==> src/rtl/l2_request_responder.sv <==
// l2_request_responder: in-order L2 responder for I/D L1 requests with fixed access latency and request statistics.
module l2_request_responder #(
    parameter int ADDR_BITS  = 26,
    parameter int FIFO_DEPTH = 4,
    parameter int LATENCY    = 4
) (
    input  logic                          Clock,
    input  logic                          Reset,
    input  logic [ADDR_BITS-1:0]          iaddr_from_L1,
    input  logic [1:0]                    icommand_from_L1,
    input  logic [ADDR_BITS-1:0]          daddr_from_L1,
    input  logic [1:0]                    dcommand_from_L1,
    output logic                          resp_valid,
    output logic [ADDR_BITS-1:0]          resp_addr,
    output logic [1:0]                    resp_cmd,
    output logic                          resp_src,
    output logic                          busy,
    output logic [$clog2(FIFO_DEPTH):0]   occupancy,
    output logic [31:0]                   read_count,
    output logic [31:0]                   write_count,
    output logic [31:0]                   rfo_count,
    output logic [31:0]                   drop_count
);
    localparam int PW = $clog2(FIFO_DEPTH);
    localparam int CW = PW + 1;
    localparam int TW = LATENCY > 1 ? $clog2(LATENCY) : 1;

    typedef enum logic [1:0] {IDLE, BUSY, RESPOND} state_t;

    state_t               state;
    logic [ADDR_BITS-1:0] q_addr [FIFO_DEPTH];
    logic [1:0]           q_cmd  [FIFO_DEPTH];
    logic                 q_src  [FIFO_DEPTH];
    logic [PW-1:0]        rd_ptr, wr_ptr, d_ptr;
    logic [TW-1:0]        cnt;
    logic [ADDR_BITS-1:0] svc_addr;
    logic [1:0]           svc_cmd;
    logic                 svc_src;
    logic                 i_req, d_req, pop, i_acc, d_acc;
    logic [CW-1:0]        free;

    assign i_req = icommand_from_L1 != 2'b00;
    assign d_req = dcommand_from_L1 != 2'b00;
    assign pop   = occupancy != '0 && (state == IDLE || state == RESPOND);
    // the pop frees its slot before this edge's pushes are considered
    assign free  = CW'(FIFO_DEPTH) - occupancy + CW'(pop);
    assign i_acc = i_req && free != '0;
    assign d_acc = d_req && free > CW'(i_acc);
    assign d_ptr = wr_ptr + PW'(i_acc);
    assign busy  = state != IDLE || occupancy != '0;

    always_ff @(posedge Clock) begin
        if (!Reset && i_acc) begin
            q_addr[wr_ptr] <= iaddr_from_L1;
            q_cmd[wr_ptr]  <= icommand_from_L1;
            q_src[wr_ptr]  <= 1'b0;
        end
        if (!Reset && d_acc) begin
            q_addr[d_ptr] <= daddr_from_L1;
            q_cmd[d_ptr]  <= dcommand_from_L1;
            q_src[d_ptr]  <= 1'b1;
        end
    end

    always_ff @(posedge Clock) begin
        if (Reset) begin
            state       <= IDLE;
            rd_ptr      <= '0;
            wr_ptr      <= '0;
            occupancy   <= '0;
            cnt         <= '0;
            svc_addr    <= '0;
            svc_cmd     <= '0;
            svc_src     <= 1'b0;
            resp_valid  <= 1'b0;
            resp_addr   <= '0;
            resp_cmd    <= '0;
            resp_src    <= 1'b0;
            read_count  <= '0;
            write_count <= '0;
            rfo_count   <= '0;
            drop_count  <= '0;
        end else begin
            wr_ptr      <= wr_ptr + PW'(i_acc) + PW'(d_acc);
            rd_ptr      <= rd_ptr + PW'(pop);
            occupancy   <= occupancy + CW'(i_acc) + CW'(d_acc) - CW'(pop);
            read_count  <= read_count + 32'(i_acc && icommand_from_L1 == 2'b01)
                                      + 32'(d_acc && dcommand_from_L1 == 2'b01);
            write_count <= write_count + 32'(i_acc && icommand_from_L1 == 2'b10)
                                       + 32'(d_acc && dcommand_from_L1 == 2'b10);
            rfo_count   <= rfo_count + 32'(i_acc && icommand_from_L1 == 2'b11)
                                     + 32'(d_acc && dcommand_from_L1 == 2'b11);
            drop_count  <= drop_count + 32'(i_req && !i_acc) + 32'(d_req && !d_acc);
            resp_valid  <= 1'b0;
            if (pop) begin
                svc_addr <= q_addr[rd_ptr];
                svc_cmd  <= q_cmd[rd_ptr];
                svc_src  <= q_src[rd_ptr];
                cnt      <= TW'(LATENCY - 1);
                state    <= BUSY;
            end else if (state == BUSY) begin
                if (cnt == '0) begin
                    state      <= RESPOND;
                    resp_valid <= 1'b1;
                    resp_addr  <= svc_addr;
                    resp_cmd   <= svc_cmd;
                    resp_src   <= svc_src;
                end else begin
                    cnt <= cnt - 1'b1;
                end
            end else if (state == RESPOND) begin
                state <= IDLE;
            end
        end
    end
endmodule

==> config.mk <==
export PLATFORM = sky130hd
export DESIGN_NAME = l2_request_responder
export DESIGN_NICKNAME = d
export VERILOG_FILES = /design/src/rtl/l2_request_responder.sv
export SDC_FILE = /design/constraint.sdc
export NUM_CORES = 1
export LEC_CHECK = 0
export ABC_CLOCK_PERIOD_IN_PS = 6000
export CAP_MARGIN = 20
export CORE_UTILIZATION = 55
export CTS_BUF_LIST = sky130_fd_sc_hd__clkbuf_4 sky130_fd_sc_hd__clkbuf_8
export DETAILED_ROUTE_END_ITERATION = 10
export PLACE_DENSITY = 0.81
export SYNTH_ARGS = -nofsm -noshare
export SYNTH_HDL_FRONTEND = slang
export SYNTH_SLANG_ARGS = --single-unit
==> constraint.sdc <==
create_clock -name Clock -period 6 [get_ports Clock]
set_clock_uncertainty 0.1 [all_clocks]
set_input_delay 1.8 -clock Clock [delete_from_list [all_inputs] [get_ports Clock]]
set_output_delay 1.8 -clock Clock [all_outputs]
set_load 0.02 [all_outputs]
==> flow_summary.toml, run 1 <==
[run_status]
outcome = "complete, no violations"

[flow_run]
maxCapViolCount = 0

[critical_path]
critical_path.slowest_cell = "or4_4"
crit_path_end_kind = "flop"
cpPeakStageDelay_ns = 0.64
startpoint_type = "input pin"
cp_max_fo = 15
cp_cell_sequence = "clkdlybuf4s50_1 -> o311a_1 -> nor3b_1 -> fa_1 -> ha_1 -> nand4_4 -> or4_4 -> or4_1 -> a21oi_1"
rr_startpoint = "occupancy[2]"
startpoint = "icommand_from_L1[1]"
arrival_ns = 5.26
cp.required_ns = 6.39
worstSetupPathType = "in2reg"

[finish]
drive_above_1_share = 0.182
fin_area_um2 = 17700
final_cell_mix = "clkdlybuf4s50_1 (218), dfxtp_1 (201), mux2_2 (114)"
final_common_cell = "clkdlybuf4s50_1"
layout.nets = 1546
areaGrowthSynthToFinish_pct = 25.7
n_fill_cell = 1810

[cts]
clk_latency_ns = 0.59
holdBufCountCts = 0
path_clk_slew_ns = 0.06
cts_tree = "done"
clock-sinks = 314
cts-resized-gates = 0
cts.path.max_buffers = 3
htreeDepth = 2
cts_made_buffers = 50
root_buffer = "clkbuf_8"
post_cts_buffers = 0

[global_route]
grtUsageTotal = 0.254
antenna_found_initial = 2
grt_pass1_wl_um = 53000
grt_max_degree = 101
grt_pass1_vias = 10400
gr-total-overflow = 0

[yosys]
netlist-cell-type-count = 53
synthCells = 1258
synth-seq-cells = 314
synth.avg_cell_area_um2 = 11.2
synth_seq_area_share = 0.525
synth-edff-count = 112
syn-cell-area_um2 = 14100
syn_nets = 1333
synthFlopType = "dfxtp_1"
yosysWarningCount = 0
synthArstFlopShare = 0

[timing]
layout_min_cycle_time_ns = 4.87
finalCritPeriodShare = 0.812
fmax_mhz = 205
tns_ns = 0
hold_viol_final = 0
worst_pin_slew_ns = 1.10
maxSlewViolCount = 0
rsz0062_at_grt = "no"
layout_setup_ws_ns = 1.13
setup_viol = 0
slew_headroom = 0.267

[placement]
gp_congestion = 0.835
dpl_cell_area_um2 = 16600
dp_hpwl_um = 21800
port_buffers = 219
dpl_worst_slack_ns = 0.572

[pwr]
vdd_drop_max_mv = 0.215
pwr_density_cell_nw_per_um2 = 389
leakage_nw = 6.01

[floorplanning]
rows = 58
initial_core_util = 0.561
placeableCoreArea_um2 = 25200
die_x_um = 162
die_height_um = 162
ioPinCount = 220
die_area_um2 = 26300

[worst_hold_path]
worstHoldStart = "svc_addr[20]"
hold_path_class = "reg2reg"

[drt]
drt_iter0_markers = 776
vias_per_cell = 5.88
drtAntennaViolNets = 0
vias = 10900
drtPass1Iterations = 7
route.detailed.drc = 0
wl_per_cell_um = 18.2
wl_um = 33600
-- synth_stat cells, types with 29 or more instances --
cell	n	area, µm²
dfxtp_1	202	4040
mux2_2	114	1280
edfxtp_1	112	3360
nand2_1	101	379
a21oi_1	89	445
nor2_1	78	293
clkbuf_1	53	199
nand3_1	44	220
or4_1	40	300
o31ai_1	37	278
nand4_1	34	213
xnor2_1	30	263
a22o_1	29	254
inv_1	29	109
mux4_2	29	653
-- final cells by class --
type | count | area [µm²] | share of cell area
Clock buffer | 90 | 1090 | 0.0613
Multi-Input combinational cell | 838 | 6340 | 0.357
Tap cell | 330 | 413 | 0.0233
Antenna cell | 1 | 2.50 | 0.000141
Clock inverter | 4 | 26.3 | 0.00148
Sequential cell | 314 | 7410 | 0.418
Inverter | 29 | 109 | 0.00613
Timing Repair Buffer | 238 | 2360 | 0.133
-- critical path, delay by kind of cell --
family	cells	cell delay, ns
AND/OR/NAND/NOR	4	1.60
AO/OA/AOI/OAI	2	0.66
adder cells (fa/ha/maj)	2	0.59
buffers and inverters	1	0.59
-- per-stage QoR --
stage	total power, mW	utilization	cells	hold WS, ns
finish	6.90	0.705	1844	0.354
detailed placement	4.98	0.660	1749	0.339
global placement	4.89	0.659	1748	0.336
CTS	6.95	0.705	1843	0.354
global route	7.24	0.705	1844	0.366
floorplan	4.28	-	1258	0.321
-- final timing paths --
kind                            slack [ns]             end  depth (start not counted)
worst max-delay path                  1.13  read_count[26]                          9
worst min-delay path                  0.35    svc_addr[20]                          2
worst max register to register        1.41     q_cmd[1][0]                         16
worst min register to register        0.35    svc_addr[20]                          2
-- report_power, final --
| part | internal, mW | switching (mW) |
|---|---|---|
| Sequential | 2.76 | 0.210 |
| Clock | 1.13 | 0.828 |
| Combinational | 0.902 | 1.07 |
| Total | 4.79 | 2.10 |
-- layer usage --
layer	share of wire	vias up	wire length, µm	GRT usage
met3	0.066	65	2230	0.0493
met1	0.42	5286	14200	0.315
met5	0.00045	-	15	0
met2	0.49	372	16300	0.440
li1	-	5125	-	-
met4	0.024	2	794	0.0870
-- logic make-up after synthesis --
kind of cell,synth area share
XOR/XNOR,0.0335
flip-flops,0.525
AO/OA/AOI/OAI,0.0838
buffers and inverters,0.0302
AND/OR/NAND/NOR,0.162
adder cells (fa/ha/maj),0.0183
multiplexers,0.148
-- sequential cells by signal, indices dropped and copies added, names as in the netlist --
register and flops:
resp_src 1, rfo_count 32, drop_count 32, q_src 4, q_cmd 8, resp_valid 1
wr_ptr 2, state 2, svc_cmd 2, occupancy 3, cnt 2, resp_cmd 2
q_addr 104, resp_addr 26, rd_ptr 2, write_count 32, svc_addr 26, read_count 32
svc_src 1
Power figures use the tool's default switching activity.
==> run 2: changes to the inputs <==
--- a/config.mk
+++ b/config.mk
@@ -5,7 +5,7 @@
 export SDC_FILE = /design/constraint.sdc
 export NUM_CORES = 1
 export LEC_CHECK = 0
-export ABC_CLOCK_PERIOD_IN_PS = 6000
+export ABC_CLOCK_PERIOD_IN_PS = 5000
 export CAP_MARGIN = 20
 export CORE_UTILIZATION = 55
 export CTS_BUF_LIST = sky130_fd_sc_hd__clkbuf_4 sky130_fd_sc_hd__clkbuf_8
==> constraint.sdc (replaced) <==
create_clock -name Clock -period 5 [get_ports Clock]
set_clock_uncertainty 0.1 [all_clocks]
set_input_delay 1.5 -clock Clock [delete_from_list [all_inputs] [get_ports Clock]]
set_output_delay 1.5 -clock Clock [all_outputs]
set_load 0.02 [all_outputs]
==> run 2 against run 1 <==
Core utilization hardly changed. Sequential cell count stayed put. Via count is 0.27% lower. Cell count hardly changed. Sequential power is 20% higher. Cell area hardly changed. Clock power is 15% higher. Non-clock buffer count is 5 higher. Combinational power is 22% higher. Register-to-register slack worse by 0.39 ns. Highest routed layer is now met4.
==> flow_summary.toml, run 2 (synthesized netlist as in run 1, its figures left out) <==
[cts]
cts.path.max_buffers = 3
cts-resized-gates = 0
path_clk_slew_ns = 0.05
clk_latency_ns = 0.58
holdBufCountCts = 0
clock-sinks = 314
cts_tree = "done"
cts_made_buffers = 51
root_buffer = "clkbuf_8"
htreeDepth = 2
post_cts_buffers = 0

[run_status]
outcome = "complete, no violations"

[timing]
layout_min_cycle_time_ns = 4.40
worst_pin_slew_ns = 1.02
finalCritPeriodShare = 0.879
rsz0062_at_grt = "no"
whs_ns = 0.353
tns_ns = 0
slew_headroom = 0.320
setup_viol = 0
fmax_mhz = 228
maxSlewViolCount = 0
hold_viol_final = 0

[critical_path]
cp.required_ns = 5.33
worstSetupPathType = "in2reg"
startpoint_type = "input pin"
arrival_ns = 4.73
crit_path_end_kind = "flop"
cp_max_fo = 15
reg2reg_depth = 15

[placement]
port_buffers = 219
gp_congestion = 0.827
dp_hpwl_um = 21800

[floorplanning]
rows = 58
die_area_um2 = 26300
placeableCoreArea_um2 = 25200
die_x_um = 162
ioPinCount = 220
initial_core_util = 0.561
die_height_um = 162

[drt]
wl_per_cell_um = 18.0
drt_iter0_markers = 925
drtPass1Iterations = 5
vias = 10800
vias_per_cell = 5.87
route.detailed.drc = 0
drtAntennaViolNets = 0
wl_um = 33300

[flow_run]
maxCapViolCount = 0

[global_route]
gr-total-overflow = 0
grt_pass1_wl_um = 53100
antenna_found_initial = 1
grt_pass1_vias = 10400
grtUsageTotal = 0.251
grt_max_degree = 117

[finish]
regArea_um2 = 7410
final_common_cell = "clkdlybuf4s50_1"
n_fill_cell = 1790
multi_input_area_um2 = 6340
layout.nets = 1552
largest_reg_flops = 104
final_cell_mix = "clkdlybuf4s50_1 (218), dfxtp_1 (201), mux2_2 (114)"
drive_above_1_share = 0.183
largest-register = "q_addr"
areaGrowthSynthToFinish_pct = 25.7

[pwr]
vdd_drop_max_mv = 0.278
leakage_nw = 6.01
pwr_density_cell_nw_per_um2 = 462

[worst_hold_path]
holdPathStages = 2
hold_path_class = "reg2reg"
run 2: metrics by stage:
stage	std cells	instance area [µm²]	total power [mW]	setup slack [ns]	util
5_1_grt	1845	17700	8.60	0.339	0.705
3_3_place_gp	1754	16700	5.92	0.225	0.663
2_1_floorplan	1258	14100	5.14	0.422	-
3_5_place_dp	1754	16700	6.01	0.0510	0.663
6_report	1845	17700	8.19	0.605	0.705
4_1_cts	1844	17700	8.27	0.612	0.705
run 2: area by class of cell:
cell class	instances	share of cell area
repair buffers	243	0.137
diodes	1	0.000141
clock buffers	84	0.0563
multi-input cells	838	0.357
inverters	29	0.00613
flip-flops and latches	314	0.417
clock inverters	6	0.00254
well taps	330	0.0233
run 2: power breakdown:
group          switching, mW  internal, mW
clock network          0.987          1.26
registers              0.241          3.31
logic                   1.29          1.11
total                   2.52          5.68
run 2: final timing paths:
| check | from | end | slack [ns] |
|---|---|---|---|
| max | icommand_from_L1[1] | write_count[30] | 0.60 |
| min | svc_addr[19] | svc_addr[19] | 0.35 |
| max reg2reg | occupancy[2] | q_addr[3][4] | 1.02 |
| min reg2reg | svc_addr[19] | svc_addr[19] | 0.35 |
run 2: critical path: stages:
cell	delay, ns
clkdlybuf4s50_1	0.44
buf_4	0.18
o311ai_0	0.44
nand2_1	0.10
nor2_1	0.16
fa_1	0.25
ha_1	0.23
and4_1	0.32
nand2_1	0.31
nor4_1	0.41
mux2_2	0.37
run 2: metal layers:
metal | vias to the layer above | routed length [µm] | share of wire | global-route usage
li1 | 5115 | - | - | -
met1 | 5288 | 14200 | 0.43 | 0.325
met2 | 358 | 16300 | 0.49 | 0.424
met3 | 60 | 2100 | 0.063 | 0.0449
met4 | 0 | 725 | 0.022 | 0.0858
met5 | - | 0 | 0 | 0
==> run 3: changes to the inputs <==
--- a/config.mk
+++ b/config.mk
@@ -7,6 +7,7 @@
 export LEC_CHECK = 0
 export ABC_CLOCK_PERIOD_IN_PS = 5000
 export CAP_MARGIN = 20
+export CORE_MARGIN = 1.5
 export CORE_UTILIZATION = 55
 export CTS_BUF_LIST = sky130_fd_sc_hd__clkbuf_4 sky130_fd_sc_hd__clkbuf_8
 export DETAILED_ROUTE_END_ITERATION = 10
==> run 3 against run 2 <==
Sequential share of layout area about the same. Cell count increased by 0.22%. Core utilization hardly changed. Critical path type unchanged. Via count increased by 0.60%. Global-route usage rose by 0.20 points. Non-clock buffer count increased by 3. Wire length rose by 1.7%.
==> flow_summary.toml, run 3 (synthesized netlist as in run 1, its figures left out) <==
[critical_path]
cp_cell_sequence = "clkdlybuf4s50_1 -> o311a_1 -> nor3b_1 -> fa_1 -> ha_1 -> nand4_4 -> or4_4 -> or4_1 -> a21oi_1"
startpoint_type = "input pin"
cp.required_ns = 5.41
worstSetupPathType = "in2reg"
path_delay_family = "simple AND/OR/NAND/NOR gates"
arrival_ns = 4.70
cp_max_fo = 15
cpPeakStageDelay_ns = 0.63
crit_buf_inv = 1
r2r_slack_ns = 0.92
critical_path.slowest_cell = "or4_4"
crit_path_end_kind = "flop"

[finish]
largest_reg_flops = 104
n_fill_cell = 1766
final_common_cell = "clkdlybuf4s50_1"
final_cell_mix = "clkdlybuf4s50_1 (218), dfxtp_1 (201), mux2_2 (114)"
num_antenna_cells = 0
areaGrowthSynthToFinish_pct = 25.8
largest-register = "q_addr"
layout.nets = 1556
fin_util = 0.705
drive_above_1_share = 0.186

[timing]
worst_pin_slew_ns = 1.01
maxSlewViolCount = 0
layout_min_cycle_time_ns = 4.30
hold_viol_final = 0
finalCritPeriodShare = 0.859
setup_viol = 0
rsz0062_at_grt = "no"
slew_headroom = 0.329
fmax_mhz = 233
tns_ns = 0

[drt]
vias_per_cell = 5.89
drtAntennaViolNets = 0
wl_per_cell_um = 18.3
route.detailed.drc = 0
wl_um = 33900
drtPass1Iterations = 5
drt_iter0_markers = 875
vias = 10900

[global_route]
antenna_found_initial = 1
grt_max_degree = 131
grt_pass1_vias = 10500
gr-total-overflow = 0
grtUsageTotal = 0.253
grt_pass1_wl_um = 53900

[floorplanning]
initial_core_util = 0.561
ioPinCount = 220
die_height_um = 163
rows = 58
die_area_um2 = 26600
die_x_um = 163
placeableCoreArea_um2 = 25200

[cts]
cts-resized-gates = 0
clk_latency_ns = 0.58
cts_tree = "done"
cts.path.max_buffers = 3
post_cts_buffers = 0
clock-sinks = 314
holdBufCountCts = 0
root_buffer = "clkbuf_8"
cts_made_buffers = 52
htreeDepth = 2
path_clk_slew_ns = 0.06

[run_status]
outcome = "complete, no violations"

[placement]
gp_congestion = 0.842
dp_hpwl_um = 21900
port_buffers = 219

[pwr]
pwr_density_cell_nw_per_um2 = 462
vdd_drop_max_mv = 0.316
leakage_nw = 6.03

[worst_hold_path]
hold_path_class = "reg2reg"

[flow_run]
maxCapViolCount = 0
## run 3: worst reg2reg max path, stage by stage (launching register included)
cell and delay [ns]:
dfxtp_1 0.43, nor3_1 0.09, or2_2 0.29, ha_1 0.18, inv_1 0.05, ha_1 0.15, xnor2_1 0.20, nand3_1 0.23
o21ai_0 0.17, inv_1 0.08, ha_1 0.32, or3b_2 0.49, nor3_2 0.24, buf_12 0.25, nand2b_1 0.16, buf_4 0.33
## run 3: cell type report
class	count	area [µm²]	share of cell area
clock buffers	83	986	0.0555
clock inverters	9	56.3	0.00317
repair buffers	246	2450	0.138
well taps	330	413	0.0233
flip-flops and latches	314	7410	0.417
inverters	29	109	0.00613
multi-input cells	838	6340	0.357
## run 3: per-stage QoR
step	hold slack (ns)	worst slack [ns]	power, mW	cells	cell area, µm²
after floorplan	0.321	0.422	5.14	1258	14100
after global placement	0.331	0.181	5.88	1756	16700
after detailed placement	0.337	0.119	5.98	1757	16700
after CTS	0.351	0.725	8.27	1849	17800
after global routing	0.377	0.527	8.62	1849	17800
final	0.349	0.705	8.21	1849	17800
## run 3: where the power goes
part           internal, mW  switching, mW
sequential             3.31          0.251
combinational          1.11           1.28
clock                  1.25           1.01
total                  5.66           2.54
## run 3: metal layers
layer	up-vias	GRT usage	share of wire
met4	2	0.0942	0.026
met3	59	0.0467	0.067
met1	5326	0.328	0.43
li1	5135	-	-
met5	-	0	0.00032
met2	364	0.423	0.48
## run 3: worst paths after layout
path,start,depth (start not counted),to
hold reg to reg,q_src[1],1,q_src[1]
setup reg to reg,occupancy[2],15,q_addr[3][23]
hold / removal,q_src[1],1,q_src[1]
setup / recovery,icommand_from_L1[1],9,read_count[24]
